`src/rtl/ped_request_conditioner.sv`:
```
// Pedestrian button conditioner: synchronise, debounce, then turn each clean press into a
// latched request with pulse strobe, ack handshake and a saturating press counter.
module ped_request_conditioner #(
    parameter int unsigned SYNC_STAGES     = 2,
    parameter int unsigned DEBOUNCE_CYCLES = 16,
    parameter int unsigned CNT_W           = 8
) (
    input  logic             clk,
    input  logic             rst,
    input  logic             ena,
    input  logic             btn_raw,
    input  logic             req_ack,
    output logic             btn_level,
    output logic             req_pulse,
    output logic             req_pending,
    output logic [CNT_W-1:0] press_count
);

    localparam int unsigned DB_W = ($clog2(DEBOUNCE_CYCLES) < 1) ? 1 : $clog2(DEBOUNCE_CYCLES);
    localparam logic [DB_W-1:0] DB_MAX = DB_W'(DEBOUNCE_CYCLES - 1);

    logic [SYNC_STAGES-1:0] sync_q;
    logic                   sync_out;
    logic [DB_W-1:0]        db_cnt_q, db_cnt_d;
    logic                   level_q, level_d;
    logic                   pulse_q;
    logic                   pending_q, pending_d;
    logic [CNT_W-1:0]       count_q, count_d;
    logic                   accept;

    assign sync_out = sync_q[SYNC_STAGES-1];

    always_comb begin
        db_cnt_d = '0;
        level_d  = level_q;
        if (sync_out != level_q) begin
            if (db_cnt_q == DB_MAX) begin
                level_d = ~level_q;
            end else begin
                db_cnt_d = db_cnt_q + 1'b1;
            end
        end
    end

    // A press is accepted only on the edge where the debounced level rises with ena high.
    assign accept = ena && !level_q && level_d;

    always_comb begin
        pending_d = pending_q;
        if (accept) begin
            pending_d = 1'b1;
        end else if (req_ack) begin
            pending_d = 1'b0;
        end
        count_d = count_q;
        if (accept && (count_q != {CNT_W{1'b1}})) begin
            count_d = count_q + 1'b1;
        end
    end

    always_ff @(posedge clk or posedge rst) begin
        if (rst) begin
            sync_q    <= '0;
            db_cnt_q  <= '0;
            level_q   <= 1'b0;
            pulse_q   <= 1'b0;
            pending_q <= 1'b0;
            count_q   <= '0;
        end else begin
            sync_q    <= {sync_q[SYNC_STAGES-2:0], btn_raw};
            db_cnt_q  <= db_cnt_d;
            level_q   <= level_d;
            pulse_q   <= accept;
            pending_q <= pending_d;
            count_q   <= count_d;
        end
    end

    assign btn_level   = level_q;
    assign req_pulse   = pulse_q;
    assign req_pending = pending_q;
    assign press_count = count_q;

endmodule

```
`config.mk`:
```
export PLATFORM = sky130hd
export DESIGN_NAME = ped_request_conditioner
export DESIGN_NICKNAME = d
export VERILOG_FILES = /design/src/rtl/ped_request_conditioner.sv
export SDC_FILE = /design/constraint.sdc
export NUM_CORES = 1
export LEC_CHECK = 0
export CAP_MARGIN = 40
export CORE_MARGIN = 1
export CORE_UTILIZATION = 39
export DETAILED_ROUTE_END_ITERATION = 8
export DONT_BUFFER_PORTS = 1
export PLACE_DENSITY_LB_ADDON = 0.2
export SYNTH_ARGS = -nofsm -noshare
export SYNTH_HDL_FRONTEND = slang
export SYNTH_SLANG_ARGS = --single-unit
export TNS_END_PERCENT = 20
```
`constraint.sdc`:
```
create_clock -name clk -period 2.1 [get_ports clk]
set_input_delay 0.42 -clock clk [delete_from_list [all_inputs] [get_ports clk]]
set_output_delay 0.42 -clock clk [all_outputs]
set_load 0.1 [all_outputs]
```
# Yosys cells after proc, flatten, opt, wreduce, memory -nomap -nowiden

Cells that the tools add are included.

Register bits after elaboration: 17
Input port bits: 5
Word-level logic and storage cells: 23

Add/subtract/negate cells: 2
Equal/unequal tests: 3
Mux-type cells: 6
Bitwise gates (word level): 1
Reductions and logical operators: 5

Operator list:

| kind                                                          | count |
|---|---|
| 8-bit by 1-bit adder with 8-bit output, second input constant | 1 |
| 4-bit two-way mux                                             | 2 |
| 8-bit inequality test, second input constant                  | 1 |
| 4-bit by 1-bit adder with 4-bit output, second input constant | 1 |
| 4-bit equality test, second input constant                    | 1 |
| 1-bit two-way mux                                             | 4 |
| 1-bit logical AND                                             | 3 |
| 2-bit nonzero test                                            | 1 |
| 1-bit logical NOT                                             | 1 |
| 1-bit inequality test                                         | 1 |
| 1-bit NOT                                                     | 1 |

# Depth between registers and ports, before layout

Gate-level depths: netlist (run 1).

Word-level depth: 5
Mapped depth: 5
Mapped depth without buffers: 5

# Worst setup path before layout (run 1)

Ideal clock, no wire load.

Kind: reg-to-reg
From: register count_q[3] (netlist: press_count[3])
To: register count_q[1] (netlist: press_count[1])
Arrival: 2.008 ns
Required time: 1.974 ns
Slack: -0.033 ns
Stages on the path, launching flop included: 5
Period minus slack after synthesis: 2.133 ns
Path through: dfrtp_1 > and4_1 > nand4_1 > and2_2 > mux2_2

Cells in the longest elaborated chain, start to end: 2

RTL lines:

| element                | RTL line | text |
|---|---|---|
| start, declared        | 28       | `logic [CNT_W-1:0] count_q, count_d;` |
| start signal, assigned | 75       | `count_q <= count_d;` |
| 8-bit inequality test  | 56       | `if (accept && (count_q != {CNT_W{1'b1}})) begin` |
| 1-bit logical AND      | 56       |  |

Every way passes these cells.
A chain may end at the register's enable or synchronous reset.

# Worst setup path in the final report (run 1)

From: register db_cnt_q[0]
To: register count_q[1] (netlist: press_count[1])

Cells in the longest elaborated chain, start to end: 5

RTL lines:

| element                | RTL line | text |
|---|---|---|
| start, declared        | 24       | `logic [DB_W-1:0] db_cnt_q, db_cnt_d;` |
| start signal, assigned | 71       | `db_cnt_q <= db_cnt_d;` |
| 4-bit equality test    | 37       | `if (db_cnt_q == DB_MAX) begin` |
| 1-bit two-way mux      | 37       |  |
| 1-bit two-way mux      | 36       | `if (sync_out != level_q) begin` |
| 1-bit logical AND      | 46       | `assign accept = ena && !level_q && level_d;` |
| named net accept       | 29       | `logic accept;` |
| 1-bit logical AND      | 56       |  |

The timed path passes the listed nets, and every way through them passes these cells.

==> implementation parameters, run 1 <==
Parameter                              Value

Worst setup path
  Register-to-register setup slack ... 0.33 ns
  Cell count along the critical path ... 5
  Crit path launch type ... flip-flop
  Worst R2R Start ... db_cnt_q[0]
  WP data required ... between 2 and 2.5 ns
  Setup Crit Path Kind ... reg -> reg
  Critical Path, Cell by Cell ... ha_1 > nand3_4 > nor3_4 > and2_2 > mux2_2
  Worst Path Arrival ... 1.95 ns
  Largest fanout on the critical path ... 7
  Capturing element type of the critical path ... flip-flop
  Endpoint of the worst setup timing path ... press_count[1]
  Highest-delay cell along the critical path ... dfrtp_1
  First element of the critical path ... db_cnt_q[0]
  Kind of cell with the highest combined delay on the critical path ... simple AND/OR/NAND/NOR gates
  Number of cell instances on the worst register-to-register path ... 5
  Reg2reg end ... press_count[1]
  Number of buffer and inverter instances along the worst setup path ... 0
  Largest incremental delay on the critical path ... 0.40 ns

Clock tree
  Clock-pin slew on the worst setup and hold paths ... 0.09 ns
  TritonCTS buffer count ... 3
  Hold Buf Count CTS ... 0
  CTS tree ... done
  Total setup buffers inserted after CTS ... 0
  Deepest level of the CTS H-tree ... 1
  Clock latency on the worst-skew pair ... 0.29 ns
  Cell at the root of the clock tree ... clkbuf_4
  Num Clock Sinks ... 17
  Post-cts repair resize count ... 0
  Max Buffers Root-to-Sink ... 2

Placed design
  Placed Instance Area ... 879.6 um^2
  Port-buffer cells ... 0
  Placement-stage worst setup slack ... 0.3338 ns
  Total placed cells including tap cells ... between 90 and 100
  GPL Wtd Cong ... roughly 0.73
  DP Wirelength ... 912.8 um

Logic synthesis
  Synth Net Count ... 67
  Avg Inst Size Synth ... 12.68 um^2
  Synth Area in Adders ... 0.03289
  Dominant cell type by area after synthesis ... dfrtp_1
  Sequential share of the synthesized area ... 0.5592
  Yosys top cell area share ... 0.5592
  Library cells used by synthesis ... 26
  Post-Syn Area ... ~760 um^2
  Largest family of logic cells by synthesized area ... simple AND/OR/NAND/NOR gates
  Cells taking the most area after synthesis ... dfrtp_1, xnor2_1, ha_1
  Xor/xnor cell area share of the yosys netlist ... 0.06908
  Simple logic cell fraction of the synthesized area ... 0.2039
  FF+latch count, synth ... 17
  Post-synthesis instance total ... 60
  Share of the synthesized area in compound gates (AO/OA/AOI/OAI) ... 0.07566
  YS warnings ... 0
  Mux cell area share after synthesis ... 0.04441

Global route
  Total gr overflow ... 0
  Pin count of the biggest net entering global routing ... 18
  Vias in the first global route ... around 480
  Overall global routing resource usage ... 0.1524
  First-pass GRT wire length ... between 2000 and 2500 um
  Antenna violations before repair ... 0

Hold path
  Worst hold path type ... in -> async

Timing
  Slew Viols, Final ... 0
  Worst hold slack ... 0.09273 ns
  Worst path setup slack after routing ... 0.3306 ns
  Post-layout minimum cycle time ... 1.769 ns
  Setup skew after layout ... 0.004539 ns
  Worst relative slew slack ... 0.5717
  Final Hold Violating Endpoints ... 0
  Peak clock frequency supported by timing ... 565.2 MHz
  Fin crit share ... 0.8426
  Setup violations, final ... 0
  RSZ-0062 raised after global routing ... no
  Setup TNS after final layout ... 0 ns
  Slew at the pin closest to its max-slew limit ... 0.6418 ns

Finish
  Final Net Count ... 83
  Antenna cell count ... 0
  Highest-count cells in the layout ignoring fill and taps ... dfrtp_1, buf_4, xnor2_1
  Fraction of layout instances using a drive strength above 1 ... 0.3333
  Area of all placed cells without fillers ... 905.9 um^2
  Leading cell type in the layout, fill and taps excluded ... dfrtp_1
  Utilization after layout ... 0.5081
  Fin cells ... 100
  P&R area growth vs syn ... 19.08%

Power and ir drop
  Final total power ... 531.2 uW
  Static Leakage ... 0.4186 nW
  Internal power of the cells ... 414.7 uW
  Clock share of power ... 0.319
  Net switching component of the power ... 116.5 uW
  Part of the power in registers ... 0.641
  Comb power frac ... 0.040
  Power density over the cells ... 586.4 mW/mm^2
  Sw Ratio ... 0.2193
  Maximum resistive drop on vdd ... roughly 0.31 mV

Die
  Count of pins on the block boundary ... 16
  Number of placement rows ... 15
  Area of the die ... 0.002131 mm^2
  Die span in y ... 46.17 um
  Horizontal die dimension ... 46.17 um
  Placeable Area ... 0.001783 mm^2
  Initial core utilization ... 0.4267

Route
  Routed Wire Length ... around 1200 um
  First-pass iteration count of the detailed router ... 3
  Routed wire length per instance ... 12.39 um
  Via/cell ratio ... between 5 and 6
  Iter 0 DRT Violations ... 7
  Number of DRC violations after detailed routing ... 0
  Remaining number of nets flagged by the antenna check after routing ... 0
  Via total after detailed routing ... 502

Status
  Status ... complete, no violations

Flow run
  Number of maximum-capacitance violations ... 0
==> worst reg2reg max path, cell delays in order, from the launching register on <==
cell and delay, ns:
dfrtp_1 0.40, ha_1 0.29, nand3_4 0.14, nor3_4 0.29, and2_2 0.23, mux2_2 0.33
==> logic make-up after synthesis <==
family                   after synthesis
AO/OA/AOI/OAI                          9
XOR/XNOR                               6
AND/OR/NAND/NOR                       20
flip-flops                            17
multiplexers                           3
buffers and inverters                  3
adder cells (fa/ha/maj)                2
==> power by group through the flow <==
stage                     sequential, mW  clock, mW  combinational [mW]
final                              0.340      0.170              0.0210
after global routing               0.342      0.194              0.0251
after CTS                          0.340      0.181              0.0219
after detailed placement           0.347          0              0.0218
after global placement             0.346          0              0.0213
after floorplan                    0.346          0              0.0172
==> worst min-delay path by stage <==
stage                           endpoint      start  slack (ns)
final                        db_cnt_q[3]        rst        0.09
after global routing           sync_q[0]    btn_raw        0.13
after CTS                 press_count[7]        rst        0.11
after detailed placement       sync_q[1]  sync_q[0]        0.34
after global placement         sync_q[1]  sync_q[0]        0.34
after floorplan                sync_q[1]  sync_q[0]        0.33
==> state kept, by name (all words and copies together), names as in the netlist <==
| name | count |
|---|---|
| press_count | 8 |
| btn_level | 1 |
| sync_q | 2 |
| req_pulse | 1 |
| req_pending | 1 |
| db_cnt_q | 4 |
==> synthesized netlist by cell type (all sizes together) <==
| cell type | number |
|---|---|
| a31oi | 1 |
| nor3 | 1 |
| mux2 | 3 |
| nor2 | 1 |
| inv | 3 |
| dfrtp | 17 |
| nand3 | 3 |
| a311oi | 1 |
| a41oi | 1 |
| ha | 2 |
| and4 | 1 |
| nand4b | 1 |
| a21oi | 4 |
| nor2b | 2 |
| nor4 | 1 |
| nand4 | 3 |
| xor2 | 1 |
| a21o | 1 |
| nand2b | 1 |
| and3 | 2 |
| o21ai | 1 |
| xnor2 | 5 |
| and2 | 1 |
| nand2 | 3 |
==> final cells by class <==
type / count / area, um^2
Timing Repair Buffer: 11 / 82.58
Fill cell: 181 / 877.1
Tap cell: 25 / 31.28
Multi-Input combinational cell: 40 / 324.1
Inverter: 3 / 11.26
Clock buffer: 4 / 26.28
Sequential cell: 17 / 430.4
==> routing by layer <==
layer,global-route usage,part of all wire,vias to the layer above
met1,0.2105,0.51,239
li1,-,-,247
met3,0.06667,0.063,3
met4,0.05294,0.0089,0
met2,0.2113,0.41,13
met5,0,0,-
Note: power is estimated with default switching activity, not from simulation.
==> inputs of run 2 (changes only) <==
clock period = 1.5 ns   (was 2.1 ns; I/O delays follow)
==> run 2 against run 1 <==
Against the previous run:
- combinational power is 140% higher
- final area increased by 14%
- worst hold slack got worse by 0.053 ns
- setup slack lost 0.28 ns
- critical path depth unchanged
- highest routed layer unchanged
- non-clock buffer count increased by 9
==> implementation parameters, run 2 (synthesis gave the netlist of run 1 again) <==
Parameter                              Value

Status
  Status ... complete, no violations

Timing
  RSZ-0062 raised after global routing ... yes
  Worst path setup slack after routing ... 0.05071 ns (-0.2799 ns)
  Post-layout minimum cycle time ... 1.449 ns (-0.3201 ns)
  Setup skew after layout ... 0.0004118 ns (-0.004128 ns)
  Fin crit share ... 0.9662 (+0.1236)
  Setup violations, final ... 0 (unchanged)
  Slew Viols, Final ... 0 (unchanged)
  Worst relative slew slack ... 0.5821 (+0.01041)
  Slew at the pin closest to its max-slew limit ... 0.6262 ns (-0.01560 ns)
  Final Hold Violating Endpoints ... 0 (unchanged)
  Peak clock frequency supported by timing ... 690.0 MHz (+22%)

Worst setup path
  Capturing element type of the critical path ... flip-flop
  Crit path launch type ... flip-flop
  Largest fanout on the critical path ... 4 (-3)
  Worst Path Arrival ... 1.62 ns (-0.33 ns)
  WP data required ... 1.67 ns (-0.61 ns)
  Setup Crit Path Kind ... reg -> reg

Finish
  Number of filler cells placed in the layout ... 152 (-16%)
  Flip-flop count of the largest register after layout ... 8 (unchanged)
  Final Net Count ... 92 (+11%)
  P&R area growth vs syn ... 35.86%
  Fraction of layout instances using a drive strength above 1 ... 0.5000 (+0.1667)
  Highest-count cells in the layout ignoring fill and taps ... buf_4, dfrtp_1, dfrtp_4
  Area occupied by multi-input gates ... 360.3 um^2 (+11%)
  Antenna cell count ... 0 (unchanged)
  Utilization after layout ... 0.5796 (+0.07158)
  Sequential cell area in the final layout ... 451.7 um^2 (+4.9%)
  Fin cells ... 109 (+9.0%)
  Leading cell type in the layout, fill and taps excluded ... buf_4

Clock tree
  Total setup buffers inserted after CTS ... 0 (unchanged)
  Num Clock Sinks ... 17 (unchanged)
  Deepest level of the CTS H-tree ... 1 (unchanged)
  Clock-pin slew on the worst setup and hold paths ... 0.09 ns (about the same)
  Clock latency on the worst-skew pair ... 0.28 ns (about the same)
  Cell at the root of the clock tree ... clkbuf_4
  CTS tree ... done
  TritonCTS buffer count ... 3 (unchanged)
  Max Buffers Root-to-Sink ... 2 (unchanged)

Power and ir drop
  Power density over the cells ... 737.3 mW/mm^2 (+26%)
  Clock share of power ... 0.308 (-0.011)
  Maximum resistive drop on vdd ... 0.5025 mV (+61%)
  Sw Ratio ... 0.2202 (+0.0009140)
  Static Leakage ... 0.4558 nW (+8.9%)
  Internal power of the cells ... 594.2 uW (+43%)
  Net switching component of the power ... 167.8 uW (+44%)
  Part of the power in registers ... 0.625 (-0.016)
  Comb power frac ... 0.066 (+0.026)

Route
  Iter 0 DRT Violations ... 3 (-4)
  Via/cell ratio ... 5.083 (+1.2%)
  Remaining number of nets flagged by the antenna check after routing ... 0 (unchanged)
  Via total after detailed routing ... 554 (+10%)
  Number of DRC violations after detailed routing ... 0 (unchanged)
  Routed Wire Length ... 1526 um (+23%)
  First-pass iteration count of the detailed router ... 3 (unchanged)
  Routed wire length per instance ... 14.00 um (+13%)

Die
  Number of placement rows ... 15 (unchanged)
  Count of pins on the block boundary ... 16 (unchanged)
  Placeable Area ... 0.001783 mm^2 (unchanged)
  Area of the die ... 0.002131 mm^2 (unchanged)
  Die span in y ... 46.17 um (unchanged)
  Initial core utilization ... 0.4267 (unchanged)
  Horizontal die dimension ... 46.17 um (unchanged)

Placed design
  Total placed cells including tap cells ... 104 (+8.3%)
  GPL Wtd Cong ... 0.7507 (+2.6%)
  Placement-stage worst setup slack ... -0.02490 ns (-0.3587 ns)
  DP Wirelength ... 1111 um (+22%)
  Port-buffer cells ... 0 (unchanged)

Global route
  GR Util met3 ... 0.02745 (-0.03922)
  Overall global routing resource usage ... 0.1579 (+0.005549)
  Total gr overflow ... 0 (unchanged)
  Antenna violations before repair ... 0 (unchanged)
  Met2 global-route usage ... 0.2648 (+0.05352)
  First-pass GRT wire length ... 2290 um (+3.4%)
  Most heavily used metal layer in global routing ... met2
  Pin count of the biggest net entering global routing ... 18 (unchanged)
  Vias in the first global route ... 565 (+17%)
  Met1 usage in global routing ... 0.1769 (-0.03362)

Flow run
  Number of maximum-capacitance violations ... 0 (unchanged)

Hold path
  Worst hold path type ... in -> reg
-- run 2: changes by cell type in the layout (fill, tap and decap cells not counted), sizes merged --
cell and delta:
dlygate4sd3 +1, buf +8
-- run 2: stage by stage --
step | area [um^2] | hold slack (ns) | total power, mW | setup TNS (ns)
finish | 1033 | 0.03961 | 0.7620 | 0
floorplan | 805.8 | 0.2260 | 0.5092 | -0.1772
CTS | 1016 | 0.03014 | 0.7663 | 0
global placement | 979.7 | 0.3080 | 0.5272 | 0
detailed placement | 979.7 | 0.3017 | 0.5291 | -0.02490
global route | 1033 | 0.01941 | 0.7989 | -0.1042
-- run 2: layout make-up --
cell class / instances / area share
Timing Repair Buffer: 20 / 0.1477
Inverter: 3 / 0.01090
Multi-Input combinational cell: 40 / 0.3487
Tap cell: 25 / 0.03027
Sequential cell: 17 / 0.4370
Clock buffer: 4 / 0.02542
-- run 2: repair_timing --
item / CTS / global route
hold endpoints to repair: 17 / 0
setup endpoints to repair: 2 / 3
resized for setup: 0 / 3
hold buffers: 1 / 0
pin swaps: 1 / 0
-- run 2: routing by layer --
| metal | up-vias | part of all wire |
|---|---|---|
| li1 | 265 | - |
| met1 | 278 | 0.41 |
| met2 | 9 | 0.55 |
| met3 | 2 | 0.024 |
| met4 | 0 | 0.012 |
| met5 | - | 0 |
-- run 2: worst paths after layout --
path | slack, ns | start | cells past startpoint | end
setup / recovery | 0.05 | db_cnt_q[0] | 5 | press_count[6]
hold / removal | 0.04 | btn_raw | 0 | sync_q[0]
setup reg to reg | 0.05 | db_cnt_q[0] | 5 | press_count[6]
hold reg to reg | 0.36 | sync_q[0] | 0 | sync_q[1]
max in group asynchronous | 0.49 | rst | 2 | press_count[5]
min in group asynchronous | 0.54 | rst | 2 | db_cnt_q[3]
-- run 2: power by group through the flow --
stage,Clock (mW),Combinational [mW],Sequential (mW)
finish,0.235,0.0505,0.477
detailed placement,0,0.0454,0.484
floorplan,0,0.0246,0.485
CTS,0.244,0.0479,0.474
global route,0.263,0.0574,0.478
global placement,0,0.0445,0.483
-- run 2: worst max-delay path: stages (launching register included) --
cell and delay, ns:
dfrtp_1 0.42, ha_4 0.17, nand3_4 0.09, nor3_4 0.18, nand4_1 0.16, mux2_4 0.32
==> inputs of run 3 (changes only) <==
CTS_CLUSTER_DIAMETER = 50   (was default)
SLEW_MARGIN = 10   (was default)
==> results of run 3 <==
No change in the layout: final DEF, timing and power equal those of run 2.
